==> config.mk <==
export PLATFORM = sky130hd
export DESIGN_NAME = cdb_broadcaster
export DESIGN_NICKNAME = d
export VERILOG_FILES = /design/src/rtl/sys_defs.sv /design/src/rtl/cdb_result_fifo.sv /design/src/rtl/cdb_broadcaster.sv
export SDC_FILE = /design/constraint.sdc
export NUM_CORES = 1
export LEC_CHECK = 0
export CORE_MARGIN = 1
export CORE_UTILIZATION = 50
export CTS_CLUSTER_DIAMETER = 150
export DETAILED_ROUTE_END_ITERATION = 10
export PLACE_DENSITY_LB_ADDON = 0.1
export SYNTH_ARGS = -nofsm -noshare
export SYNTH_HDL_FRONTEND = slang
export SYNTH_HIERARCHICAL = 1
export SYNTH_SLANG_ARGS = --single-unit
==> constraint.sdc <==
create_clock -name clk -period 4.4 [get_ports clk]
set_input_delay 0.66 -clock clk [delete_from_list [all_inputs] [get_ports clk]]
set_output_delay 0.66 -clock clk [all_outputs]
set_load 0.03 [all_outputs]
==> src/rtl/sys_defs.sv <==
// Shared machine-wide types and defaults used by the CDB and its snoopers.
package sys_defs;

    localparam int XLEN          = 32;
    localparam int ROB_TAG_LEN   = 5;
    localparam int CDB_BUF_DEPTH = 2;
    localparam int NUM_CDB_FU    = 4;

    // One broadcast slot; rob_tag == 0 means "no producer".
    typedef struct packed {
        logic                   valid;
        logic [ROB_TAG_LEN-1:0] rob_tag;
        logic [XLEN-1:0]        value;
    } CDB_DATA;

endpackage

==> src/rtl/cdb_result_fifo.sv <==
// Per-functional-unit result buffer. Push is refused when full (full is
// registered, so a same-edge pop does not make room); pop on empty is ignored.
module cdb_result_fifo
    import sys_defs::*;
#(
    parameter  int DEPTH = CDB_BUF_DEPTH,
    localparam int CW    = $clog2(DEPTH + 1)
) (
    input  logic          clk,
    input  logic          reset,
    input  logic          flush_i,
    input  logic          push_valid_i,
    input  CDB_DATA       push_data_i,
    input  logic          pop_i,
    output CDB_DATA       head_o,
    output logic [CW-1:0] count_o,
    output logic          full_o,
    output logic          empty_o
);

    localparam int PW = (DEPTH > 1) ? $clog2(DEPTH) : 1;

    CDB_DATA       mem_q [DEPTH];
    logic [PW-1:0] wr_ptr_q, rd_ptr_q;
    logic [CW-1:0] count_q;
    logic          push_ok, pop_ok;

    function automatic logic [PW-1:0] ptr_inc(input logic [PW-1:0] p);
        return (p == PW'(DEPTH - 1)) ? '0 : p + PW'(1);
    endfunction

    assign full_o  = (count_q == CW'(DEPTH));
    assign empty_o = (count_q == '0);
    assign push_ok = push_valid_i && !full_o;
    assign pop_ok  = pop_i && !empty_o;
    assign head_o  = mem_q[rd_ptr_q];
    assign count_o = count_q;

    // Pointer/occupancy update; flush empties the buffer ahead of push/pop.
    always_ff @(posedge clk or posedge reset) begin
        if (reset) begin
            wr_ptr_q <= '0;
            rd_ptr_q <= '0;
            count_q  <= '0;
        end else if (flush_i) begin
            wr_ptr_q <= '0;
            rd_ptr_q <= '0;
            count_q  <= '0;
        end else begin
            if (push_ok) wr_ptr_q <= ptr_inc(wr_ptr_q);
            if (pop_ok)  rd_ptr_q <= ptr_inc(rd_ptr_q);
            case ({push_ok, pop_ok})
                2'b10:   count_q <= count_q + CW'(1);
                2'b01:   count_q <= count_q - CW'(1);
                default: count_q <= count_q;
            endcase
        end
    end

    // Storage write; contents are only observed through head when non-empty.
    always_ff @(posedge clk) begin
        if (push_ok && !flush_i) mem_q[wr_ptr_q] <= push_data_i;
    end

endmodule

==> src/rtl/cdb_broadcaster.sv <==
// CDB transmit end: per-unit result buffers, round-robin pick of one head per
// cycle, registered broadcast.
module cdb_broadcaster
    import sys_defs::*;
#(
    parameter int NUM_FU    = NUM_CDB_FU,
    parameter int BUF_DEPTH = CDB_BUF_DEPTH
) (
    input  logic                  clk,
    input  logic                  reset,
    input  CDB_DATA [NUM_FU-1:0]  fu_result,
    output logic    [NUM_FU-1:0]  fu_ready,
    input  logic                  flush,
    output CDB_DATA               cdb,
    output logic                  cdb_busy
);

    localparam int FW = $clog2(NUM_FU);
    localparam int CW = $clog2(BUF_DEPTH + 1);

    CDB_DATA [NUM_FU-1:0]         head;
    logic    [NUM_FU-1:0][CW-1:0] count;
    logic    [NUM_FU-1:0]         full, empty, push, pop;

    logic [FW-1:0] rr_ptr_q, rr_ptr_d, winner;
    logic          found;
    int            scan_idx;
    CDB_DATA       cdb_q, cdb_d;

    for (genvar g = 0; g < NUM_FU; g++) begin : g_fu
        // Tag 0 has no consumer, so it is accepted but never stored.
        assign fu_ready[g] = ~full[g];
        assign push[g]     = fu_result[g].valid && fu_ready[g] &&
                             (fu_result[g].rob_tag != '0);

        cdb_result_fifo #(.DEPTH(BUF_DEPTH)) u_fifo (
            .clk          (clk),
            .reset        (reset),
            .flush_i      (flush),
            .push_valid_i (push[g]),
            .push_data_i  (fu_result[g]),
            .pop_i        (pop[g]),
            .head_o       (head[g]),
            .count_o      (count[g]),
            .full_o       (full[g]),
            .empty_o      (empty[g])
        );
    end

    // Busy whenever any unit still holds a result.
    always_comb begin
        cdb_busy = 1'b0;
        for (int i = 0; i < NUM_FU; i++) begin
            if (count[i] != '0) cdb_busy = 1'b1;
        end
    end

    // Round-robin scan from rr_ptr; first non-empty buffer wins and is popped.
    always_comb begin
        found    = 1'b0;
        winner   = '0;
        scan_idx = 0;
        for (int k = 0; k < NUM_FU; k++) begin
            scan_idx = int'(rr_ptr_q) + k;
            if (scan_idx >= NUM_FU) scan_idx = scan_idx - NUM_FU;
            if (!found && !empty[scan_idx]) begin
                found  = 1'b1;
                winner = FW'(scan_idx);
            end
        end
        pop      = '0;
        rr_ptr_d = rr_ptr_q;
        cdb_d    = '0;
        if (found) begin
            pop[winner]   = 1'b1;
            rr_ptr_d      = (winner == FW'(NUM_FU - 1)) ? '0 : winner + FW'(1);
            cdb_d         = head[winner];
            cdb_d.valid   = 1'b1;
        end
    end

    // Broadcast register and fairness pointer; flush squashes the in-flight pick.
    always_ff @(posedge clk or posedge reset) begin
        if (reset) begin
            cdb_q    <= '0;
            rr_ptr_q <= '0;
        end else if (flush) begin
            cdb_q    <= '0;
            rr_ptr_q <= '0;
        end else begin
            cdb_q    <= cdb_d;
            rr_ptr_q <= rr_ptr_d;
        end
    end

    assign cdb = cdb_q;

endmodule

Yosys cells after proc, flatten, opt, wreduce, memory -nomap -nowiden

Memories as Yosys holds them, arrays and structs flattened.
Index checks and enable logic that the tools add are counted.

Bits in registers: 56
RAM bits: 304
Input port bits: 155
Output and inout bits: 43
Memories kept: 4

Memories:

| memory               | depth | bits a word | read ports | clocked after memory_dff | wr ports | line                  | source |
|---|---|---|---|---|---|---|---|
| g_fu[0].u_fifo.mem_q | 2     | 38          | 1          | 0                        | 1        | cdb_result_fifo.sv:23 | `CDB_DATA mem_q [DEPTH];` |
| g_fu[1].u_fifo.mem_q | 2     | 38          | 1          | 0                        | 1        | cdb_result_fifo.sv:23 |  |
| g_fu[2].u_fifo.mem_q | 2     | 38          | 1          | 0                        | 1        | cdb_result_fifo.sv:23 |  |
| g_fu[3].u_fifo.mem_q | 2     | 38          | 1          | 0                        | 1        | cdb_result_fifo.sv:23 |  |

Add/subtract/negate cells: 24
Magnitude comparators: 10
Eq/ne operators: 13
Multiplexer cells: 78
Bitwise operators: 4
Reduce and logical (&&, ||, !) cells: 63

Operators by type and width:

| cell                                                                           | count |
|---|---|
| 32-bit by 4-bit less-than comparator with 1-bit output (second input constant) | 4 |
| 32-bit 2-to-1 mux                                                              | 4 |
| 38-bit binary-select mux with 2-bit select                                     | 1 |
| 38-bit 2-to-1 mux                                                              | 2 |
| 1-bit 2-to-1 mux                                                               | 49 |
| 37-bit 2-to-1 mux                                                              | 1 |
| 2-bit nonzero test                                                             | 13 |
| 1-bit logical AND                                                              | 24 |
| 2-bit 2-to-1 mux                                                               | 11 |
| 5-bit nonzero test                                                             | 4 |
| 2-bit == test (second input constant)                                          | 9 |
| 2-bit one-hot mux with 2 select lines                                          | 4 |
| 1-bit zero test                                                                | 14 |
| 3-bit nonzero test                                                             | 4 |
| 3-bit by 3-bit subtractor with 4-bit output (second input constant)            | 3 |
| 2-bit by 1-bit adder with 2-bit output (second input constant)                 | 5 |
| 3-bit >= comparator (second input constant)                                    | 3 |
| 1-bit adder (second input constant)                                            | 8 |
| 1-bit binary-select mux with 2-bit select                                      | 4 |
| 2-bit by 1-bit == test with 1-bit output (second input constant)               | 4 |
| 2-bit zero test                                                                | 4 |
| 2-bit by 1-bit subtractor with 2-bit output (second input constant)            | 4 |
| 2-bit by 2-bit adder with 3-bit output (second input constant)                 | 2 |
| 4-bit 2-to-1 mux                                                               | 1 |
| 7 further kinds                                                                | 10 |

Longest topological paths before layout

Gate-level depths: netlist of the first run.

Word-level depth: 24
Mapped depth: 12
Depth with buffers taken out: 10

Modules after synthesis

Netlist of the first run, hierarchy kept.

By module, submodules not included:

| module          | times used | cells an instance | area an instance (sq um) | sequential area each (sq um) |
|---|---|---|---|---|
| cdb_result_fifo | 4          | 145               | 2,969.1                  | 2,382.3 |
| cdb_broadcaster | 1          | 210               | 2,680.1                  | 1,001.0 |

Least setup slack after synthesis of the first run

No wires, ideal clock.

Kind: register -> register
Start: reg g_fu[1].u_fifo.count_q[0]
End: mem g_fu[1].u_fifo/mem_q[1][0] (netlist bit), enable pin
Setup time: 0.489 ns
Arrival: 4.011 ns
Required time: 3.911 ns
Slack: -0.100 ns
Cell stages (with the launch flop): 7
Path through: dfrtp_1 -> nand2b_2 -> inv_2 -> inv_1 -> o311a_1 -> nand2_1 -> nor3b_1

Cells in the longest elaborated chain, start to end: 8
Elaborated cells on any way between the ends: 9
Classes of those cells: eq/ne (1); mux (2); bitwise (1); reduce/logical (5)

Ends and longest elaborated chain:

| element                                | line                  | source |
|---|---|---|
| start: declaration                     | cdb_result_fifo.sv:25 | `logic [CW-1:0] count_q;` |
| start signal: assignment               | cdb_result_fifo.sv:53 | `2'b10: count_q <= count_q + CW'(1);` |
| start signal: assignment               | cdb_result_fifo.sv:54 | `2'b01: count_q <= count_q - CW'(1);` |
| start signal: assignment               | cdb_result_fifo.sv:55 | `default: count_q <= count_q;` |
| 2-bit == test                          | cdb_result_fifo.sv:32 | `assign full_o = (count_q == CW'(DEPTH));` |
| via full[1]                            | cdb_broadcaster.sv:23 | `logic [NUM_FU-1:0] full, empty, push, pop;` |
| 1-bit NOT                              | cdb_broadcaster.sv:32 | `assign fu_ready[g] = ~full[g];` |
| via fu_ready[1]                        | cdb_broadcaster.sv:12 | `output logic [NUM_FU-1:0] fu_ready,` |
| 1-bit logical AND (2 in a row)         | cdb_broadcaster.sv:33 | `assign push[g] = fu_result[g].valid && fu_ready[g] &&` |
| via push[1]                            | cdb_broadcaster.sv:23 |  |
| 1-bit logical AND                      | cdb_result_fifo.sv:34 | `assign push_ok = push_valid_i && !full_o;` |
| 1-bit logical AND                      | cdb_result_fifo.sv:62 | `if (push_ok && !flush_i) mem_q[wr_ptr_q] <= push_data_i;` |
| 1-bit 2-to-1 mux                       | cdb_result_fifo.sv:62 |  |
| 1-bit 2-to-1 mux (not written as such) | cdb_result_fifo.sv:62 |  |
| end: declaration                       | cdb_result_fifo.sv:23 |  |

The timed path passes the listed nets, and every way through them passes these cells.

Final worst setup path of the first run

Start: reg g_fu[0].u_fifo.count_q[0]
End: reg g_fu[2].u_fifo.count_q[0]

Cells in the longest elaborated chain, start to end: 22
Elaborated cells on any way between the ends: 41
Classes of those cells: order compare (2); eq/ne (2); mux (25); reduce/logical (12)

Ends and longest elaborated chain:

| element                                                                   | line                  | source |
|---|---|---|
| start: declaration                                                        | cdb_result_fifo.sv:25 |  |
| start signal: assignment                                                  | cdb_result_fifo.sv:53 |  |
| start signal: assignment                                                  | cdb_result_fifo.sv:54 |  |
| start signal: assignment                                                  | cdb_result_fifo.sv:55 |  |
| 2-bit zero test (*)                                                       | cdb_result_fifo.sv:33 | `assign empty_o = (count_q == '0);` |
| via empty[0]                                                              | cdb_broadcaster.sv:23 |  |
| 1-bit binary-select mux with 2-bit select                                 | cdb_broadcaster.sv:66 | `if (!found && !empty[scan_idx]) begin` |
| 1-bit 2-to-1 mux (not written as such) (2 in a row)                       | cdb_broadcaster.sv:66 |  |
| 1-bit zero test                                                           | cdb_broadcaster.sv:66 |  |
| 1-bit logical AND                                                         | cdb_broadcaster.sv:66 |  |
| 1-bit 2-to-1 mux                                                          | cdb_broadcaster.sv:66 |  |
| 1-bit zero test                                                           | cdb_broadcaster.sv:66 |  |
| [7 not listed]                                                            | n/a                   |  |
| 1-bit 2-to-1 mux (not written as such)                                    | cdb_broadcaster.sv:75 | `pop[winner] = 1'b1;` |
| 1-bit demux with 2-bit select                                             | cdb_broadcaster.sv:75 |  |
| 4-bit 2-to-1 mux (*)                                                      | cdb_broadcaster.sv:74 | `if (found) begin` |
| via pop[2]                                                                | cdb_broadcaster.sv:23 |  |
| 1-bit logical AND (*)                                                     | cdb_result_fifo.sv:35 | `assign pop_ok = pop_i && !empty_o;` |
| 2-bit by 1-bit == test with 1-bit output or 2-bit == test (tied branches) | cdb_result_fifo.sv:52 | `case ({push_ok, pop_ok})` |
| 2-bit one-hot mux with 2 select lines                                     | cdb_result_fifo.sv:52 |  |
| 2-bit 2-to-1 mux                                                          | cdb_result_fifo.sv:45 | `end else if (flush_i) begin` |
| end signal: assignment                                                    | cdb_result_fifo.sv:53 |  |
| end signal: assignment                                                    | cdb_result_fifo.sv:54 |  |
| end signal: assignment                                                    | cdb_result_fifo.sv:55 |  |
| end: declaration                                                          | cdb_result_fifo.sv:25 |  |

The timed path passes the listed nets; every way through them passes the cells marked *. The select of a mux whose other input is x is not followed.
A chain may end at the register's enable or synchronous reset.

==> impl_metrics.json, run 1 <==
{
  "outcome": "completed",
  "finalCriticalPeriod_ps": 2890,
  "core_area_sq_mm": 0.0279,
  "hp-class": "primary input to async pin",
  "intPower_mw": 7.71,
  "antenna_found_initial": 0,
  "drc": 0,
  "cts_setup_buffers": 0,
  "cap_violations": 0,
  "cp.required_ps": 4840,
  "syn_area_sq_mm": 0.0143,
  "tightest_slew_ps": 1080,
  "crit_family": "simple AND/OR/NAND/NOR gates",
  "p_comb_share_pct": 37.7,
  "nets": 1161,
  "finalSetupViolCount": 0,
  "swShare_pct": 33.6,
  "track_usage_pct": 20.9,
  "grt_pass1_vias": 7469,
  "hold_violations": 0,
  "hold_buffers": 0,
  "io_buffers": 197,
  "die_h_um": 171,
  "initial_utilization_pct": 51.1,
  "grt-ovfl-total": 0,
  "syn-instance-count": 778,
  "grt_max_degree": 41,
  "peakVddDrop_mv": 0.523,
  "gp_congestion": 0.784,
  "critical_path.max_fanout": 40,
  "wl_per_cell_um": 21.6,
  "routed_wl_um": 30400,
  "slew_violations": 0,
  "syn_to_final_growth_pct": 24.7,
  "critPathMaxStageDelay_ps": 590,
  "dieArea_sq_mm": 0.0292,
  "fin_util_pct": 63.7,
  "htree_levels": 2,
  "mostFrequentLayoutCells": "296 x edfxtp_1, 197 x clkdlybuf4s50_1, 148 x mux2_2, 79 x mux2i_1, 56 x dfrtp_1",
  "clock_skew_ps": 15.9,
  "crit_slowest_cell": "buf_4",
  "final_common_cell": "edfxtp_1",
  "post-route-period-util_pct": 65.7,
  "critical_path_class": "flip-flop to flip-flop",
  "root_buffer": "clkbuf_16",
  "arrival_ps": 3330,
  "p_per_area_mw_per_mm2": 653,
  "slew_headroom_pct": 28.2,
  "synth_nets": 937,
  "drive_gt1_share_pct": 26.9,
  "start_kind": "flip-flop",
  "worstPathCellList": "nor2_1 > and2b_1 > o221a_2 > nor2_4 > buf_4 > ha_1 > and2_1 > mux2i_1 > or2_1 > a21oi_1",
  "num-fill-cells": 2042,
  "cts_tree": "built",
  "rsz0062_at_grt": "no",
  "crit_buf_inv": 1,
  "clk_latency_ps": 520,
  "p_sw_mw": 3.91,
  "numCtsBuffers": 37,
  "die_x_um": 171,
  "dr.pass1.iters": 4,
  "setup_tns_ps": 0,
  "drtAntennaViolNets": 0,
  "drt_iter0_markers": 501,
  "synth_area_per_cell_sq_um": 18.3,
  "ys_warn_count": 6,
  "grt_pass1_wl_um": 44400,
  "vias": 7616,
  "max_clock_freq_mhz": 346,
  "power_frac_clock_pct": 25.2,
  "clk_path_buf_depth": 3,
  "clk_pin_slew_worst_paths_ps": 60,
  "sequentialPowerShare_pct": 37.1,
  "cts_resized": 0,
  "worstSetupEndpointType": "flip-flop",
  "ios": 198,
  "clkSinkCount": 352,
  "diodes": 0,
  "dp_hpwl_um": 20400,
  "leakage_nw": 6.22,
  "viasPerCell": 5.41,
  "num_rows": 61
}
-- area by class of cell --
cell class                 count  area (sq um)  area share (%)
clock buffer                  52          1080            6.10
clock inverter                16          76.3           0.429
inverter                      20          75.1           0.422
multi-input combinational    375          3680            20.7
sequential                   352         10300            57.8
tap                          378           473            2.66
timing repair buffer         216          2110            11.9
-- path summary, 6_finish.rpt --
| kind | start | cells after the start | to | slack [ps] |
|---|---|---|---|---|
| min reg2reg | g_fu[0].u_fifo/wr_ptr_q$_DFFE_PP0P_ | 2 | g_fu[0].u_fifo/wr_ptr_q$_DFFE_PP0P_ | 600 |
| max in group asynchronous | reset | 3 | cdb[9]$_DFF_PP0_ | 3240 |
| max reg2reg | g_fu[0].u_fifo/count_o[0]$_DFFE_PP0P_ | 10 | g_fu[2].u_fifo/count_o[0]$_DFFE_PP0P_ | 1510 |
| min | reset | 2 | g_fu[0].u_fifo/count_o[1]$_DFFE_PP0P_ | 560 |
| max | g_fu[0].u_fifo/count_o[0]$_DFFE_PP0P_ | 10 | g_fu[2].u_fifo/count_o[0]$_DFFE_PP0P_ | 1510 |
| min in group clk | g_fu[0].u_fifo/wr_ptr_q$_DFFE_PP0P_ | 2 | g_fu[0].u_fifo/wr_ptr_q$_DFFE_PP0P_ | 600 |
-- power by group through the flow --
stage	logic [mW]	clock network, mW	registers [mW]
2_1_floorplan	3.22	0	4.52
3_3_place_gp	4.36	0	4.37
3_5_place_dp	4.40	0	4.39
4_1_cts	4.41	2.98	4.32
5_1_grt	4.66	3.12	4.36
6_report	4.38	2.93	4.31
-- sequential cells by signal, summed over array words and instances, names as in the netlist --
register	flops
g_fu.u_fifo/rd_ptr_q	4
g_fu.u_fifo/count_o	8
cdb	38
rr_ptr_q	2
g_fu.u_fifo/wr_ptr_q	4
g_fu.u_fifo/mem_q	296
-- metal layers --
layer,vias to the layer above,track usage [%],wire length (um)
met5,-,0,0
met4,0,6.75,765
met3,47,3.10,1550
met2,253,30.6,13500
met1,3835,31.9,14700
li1,3481,-,-
-- stage by stage --
stage	setup slack (ps)	instances	area, sq um	total power, mW	hold slack (ps)
global placement	1590	1341	16600	8.73	571
finish	1510	1409	17800	11.6	564
CTS	1550	1409	17800	11.7	562
detailed placement	1530	1341	16600	8.79	592
floorplan	174	778	14300	7.74	426
global route	1300	1409	17800	12.1	570
(Power assumes the default switching activity.)
==> run 2, diff against run 1 <==
CORE_UTILIZATION = 55   (was 50)
clock period = 2.9 ns   (was 4.4 ns; I/O delays follow)
==> run 2 against run 1 <==
  * Clock skew grew 2.1 ps
  * Via count shrank 0.20%
  * Critical path type unchanged
  * Setup slack lost 1100 ps
==> impl_metrics.json, run 2 (synthesis results as in run 1) <==
{
  "mostFrequentLayoutCells": "296 x edfxtp_1, 197 x clkdlybuf4s50_1, 148 x mux2_2, 79 x mux2i_1, 56 x dfrtp_1",
  "finalSetupViolCount": 0,
  "clk_path_buf_depth": 3,
  "slew_headroom_pct": 29.0,
  "final_cells": 1368,
  "initial_utilization_pct": 56.3,
  "critical_path_class": "flip-flop to flip-flop",
  "die_x_um": 163,
  "vias": 7601,
  "wl_per_cell_um": 21.7,
  "top_register": "g_fu.u_fifo/mem_q",
  "rsz0062_at_grt": "no",
  "power_mw": 18.3,
  "post-route-period-util_pct": 86.3,
  "clk_pin_slew_worst_paths_ps": 60,
  "drive_gt1_share_pct": 28.0,
  "grt-ovfl-total": 0,
  "cts_resized": 0,
  "critPathMaxStageDelay_ps": 440,
  "routed_wl_um": 29700,
  "worstSetupEndpointType": "flip-flop",
  "drtAntennaViolNets": 0,
  "core_area_sq_mm": 0.0253,
  "r2r_setup_slack_ps": 400,
  "finalCriticalPeriod_ps": 2500,
  "clock_skew_ps": 17.9,
  "diodes": 0,
  "r2r-end": "cdb[6]$_DFF_PP0_",
  "final_common_cell": "edfxtp_1",
  "grt_pass1_vias": 7643,
  "p_per_area_mw_per_mm2": 1010,
  "leakage_nw": 6.35,
  "hold_buffers": 0,
  "outcome": "completed",
  "start_kind": "flip-flop",
  "syn_to_final_growth_pct": 26.8,
  "ios": 198,
  "slew_violations": 0,
  "peakVddDrop_mv": 0.870,
  "root_buffer": "clkbuf_16",
  "setup_tns_ps": 0,
  "hold_ws_ps": 357,
  "drt_iter0_markers": 531,
  "die_h_um": 163,
  "dp_hpwl_um": 20600,
  "crit_slowest_cell": "mux2i_1",
  "max_clock_freq_mhz": 400,
  "cp.required_ps": 3270,
  "placed_cells_incl_taps": 1300,
  "dieArea_sq_mm": 0.0266,
  "clk_latency_ps": 510,
  "tightest_slew_ps": 1060,
  "critical_path.max_fanout": 37,
  "numCtsBuffers": 37,
  "clkSinkCount": 352,
  "worstReg2RegStart": "g_fu[0].u_fifo/count_o[0]$_DFFE_PP0P_",
  "cts_tree": "built",
  "cap_violations": 0,
  "antenna_found_initial": 0,
  "largest_register_ffs": 296,
  "worstPathCellList": "buf_4 > nor2_1 > and2b_1 > o221a_2 > nor2_4 > buf_12 > mux2i_1 > o22ai_2",
  "arrival_ps": 2880,
  "hold_violations": 0,
  "nets": 1168,
  "hp-class": "primary input to async pin",
  "dr.pass1.iters": 5,
  "grt_pass1_wl_um": 44400,
  "io_buffers": 197,
  "cts_setup_buffers": 0,
  "htree_levels": 2,
  "gp_congestion": 0.833,
  "drc": 0,
  "worst_r2r_path_depth": 8,
  "grt_max_degree": 39,
  "track_usage_pct": 22.9,
  "viasPerCell": 5.56,
  "num_rows": 58
}
run 2: cell count changes in the layout (fill, tap and decap cells not counted), sizes merged:
cell / previous run / this run
buf: 19 / 26
bufinv: 0 / 6
clkbuf: 52 / 49
clkinv: 14 / 9
clkinvlp: 2 / 4
run 2: worst max-delay path, delay by kind of cell, from the launching register on:
| kind | cells | cell delay (ps) |
|---|---|---|
| flip-flops | 1 | 380 |
| AO/OA/AOI/OAI | 2 | 360 |
| AND/OR/NAND/NOR | 3 | 670 |
| buffers and inverters | 2 | 470 |
| multiplexers | 1 | 440 |
run 2: where the power goes:
group	internal (mW)	leakage, nW	switching (mW)
registers	6.22	3.45	0.279
logic	3.09	2.28	3.80
clock network	3.06	0.621	1.86
total	12.4	6.35	5.94
run 2: layout make-up:
cell class	count	area [sq um]
clock buffers	49	1030
clock inverters	19	264
fillers	1624	7230
inverters	20	75.1
multi-input cells	375	3700
flip-flops and latches	352	10300
well taps	330	413
repair buffers	223	2320
run 2: how the worst max path moves through the flow:
stage                     slack (ps)                                     to                                   from
after floorplan                  210   g_fu[1].u_fifo/mem_q[1][0]$_DFFE_PP_  g_fu[1].u_fifo/count_o[0]$_DFFE_PP0P_
after global placement            20  g_fu[0].u_fifo/mem_q[1][35]$_DFFE_PP_                          fu_result[32]
after detailed placement         -80   g_fu[0].u_fifo/mem_q[1][1]$_DFFE_PP_                          fu_result[32]
after CTS                        380                      cdb[32]$_DFF_PP0_  g_fu[0].u_fifo/count_o[0]$_DFFE_PP0P_
after global routing             180  g_fu[1].u_fifo/count_o[0]$_DFFE_PP0P_  g_fu[0].u_fifo/count_o[1]$_DFFE_PP0P_
final                            400                       cdb[6]$_DFF_PP0_  g_fu[0].u_fifo/count_o[0]$_DFFE_PP0P_
run 2: stage by stage:
step / utilization, % / setup slack (ps) / cell area [sq um]
2_1_floorplan: - / 212 / 14400
3_3_place_gp: 66.3 / 18.9 / 16800
3_5_place_dp: 66.3 / -80.1 / 16800
4_1_cts: 71.5 / 376 / 18100
5_1_grt: 71.5 / 184 / 18100
6_report: 71.5 / 398 / 18100
run 2: per-layer routing:
layer | share of wire (%) | up-vias | GRT usage, %
met4 | 1.6 | 0 | 5.56
met1 | 46 | 3821 | 36.0
met3 | 7.1 | 30 | 3.71
li1 | - | 3498 | -
met5 | 0 | - | 0
met2 | 45 | 252 | 33.5
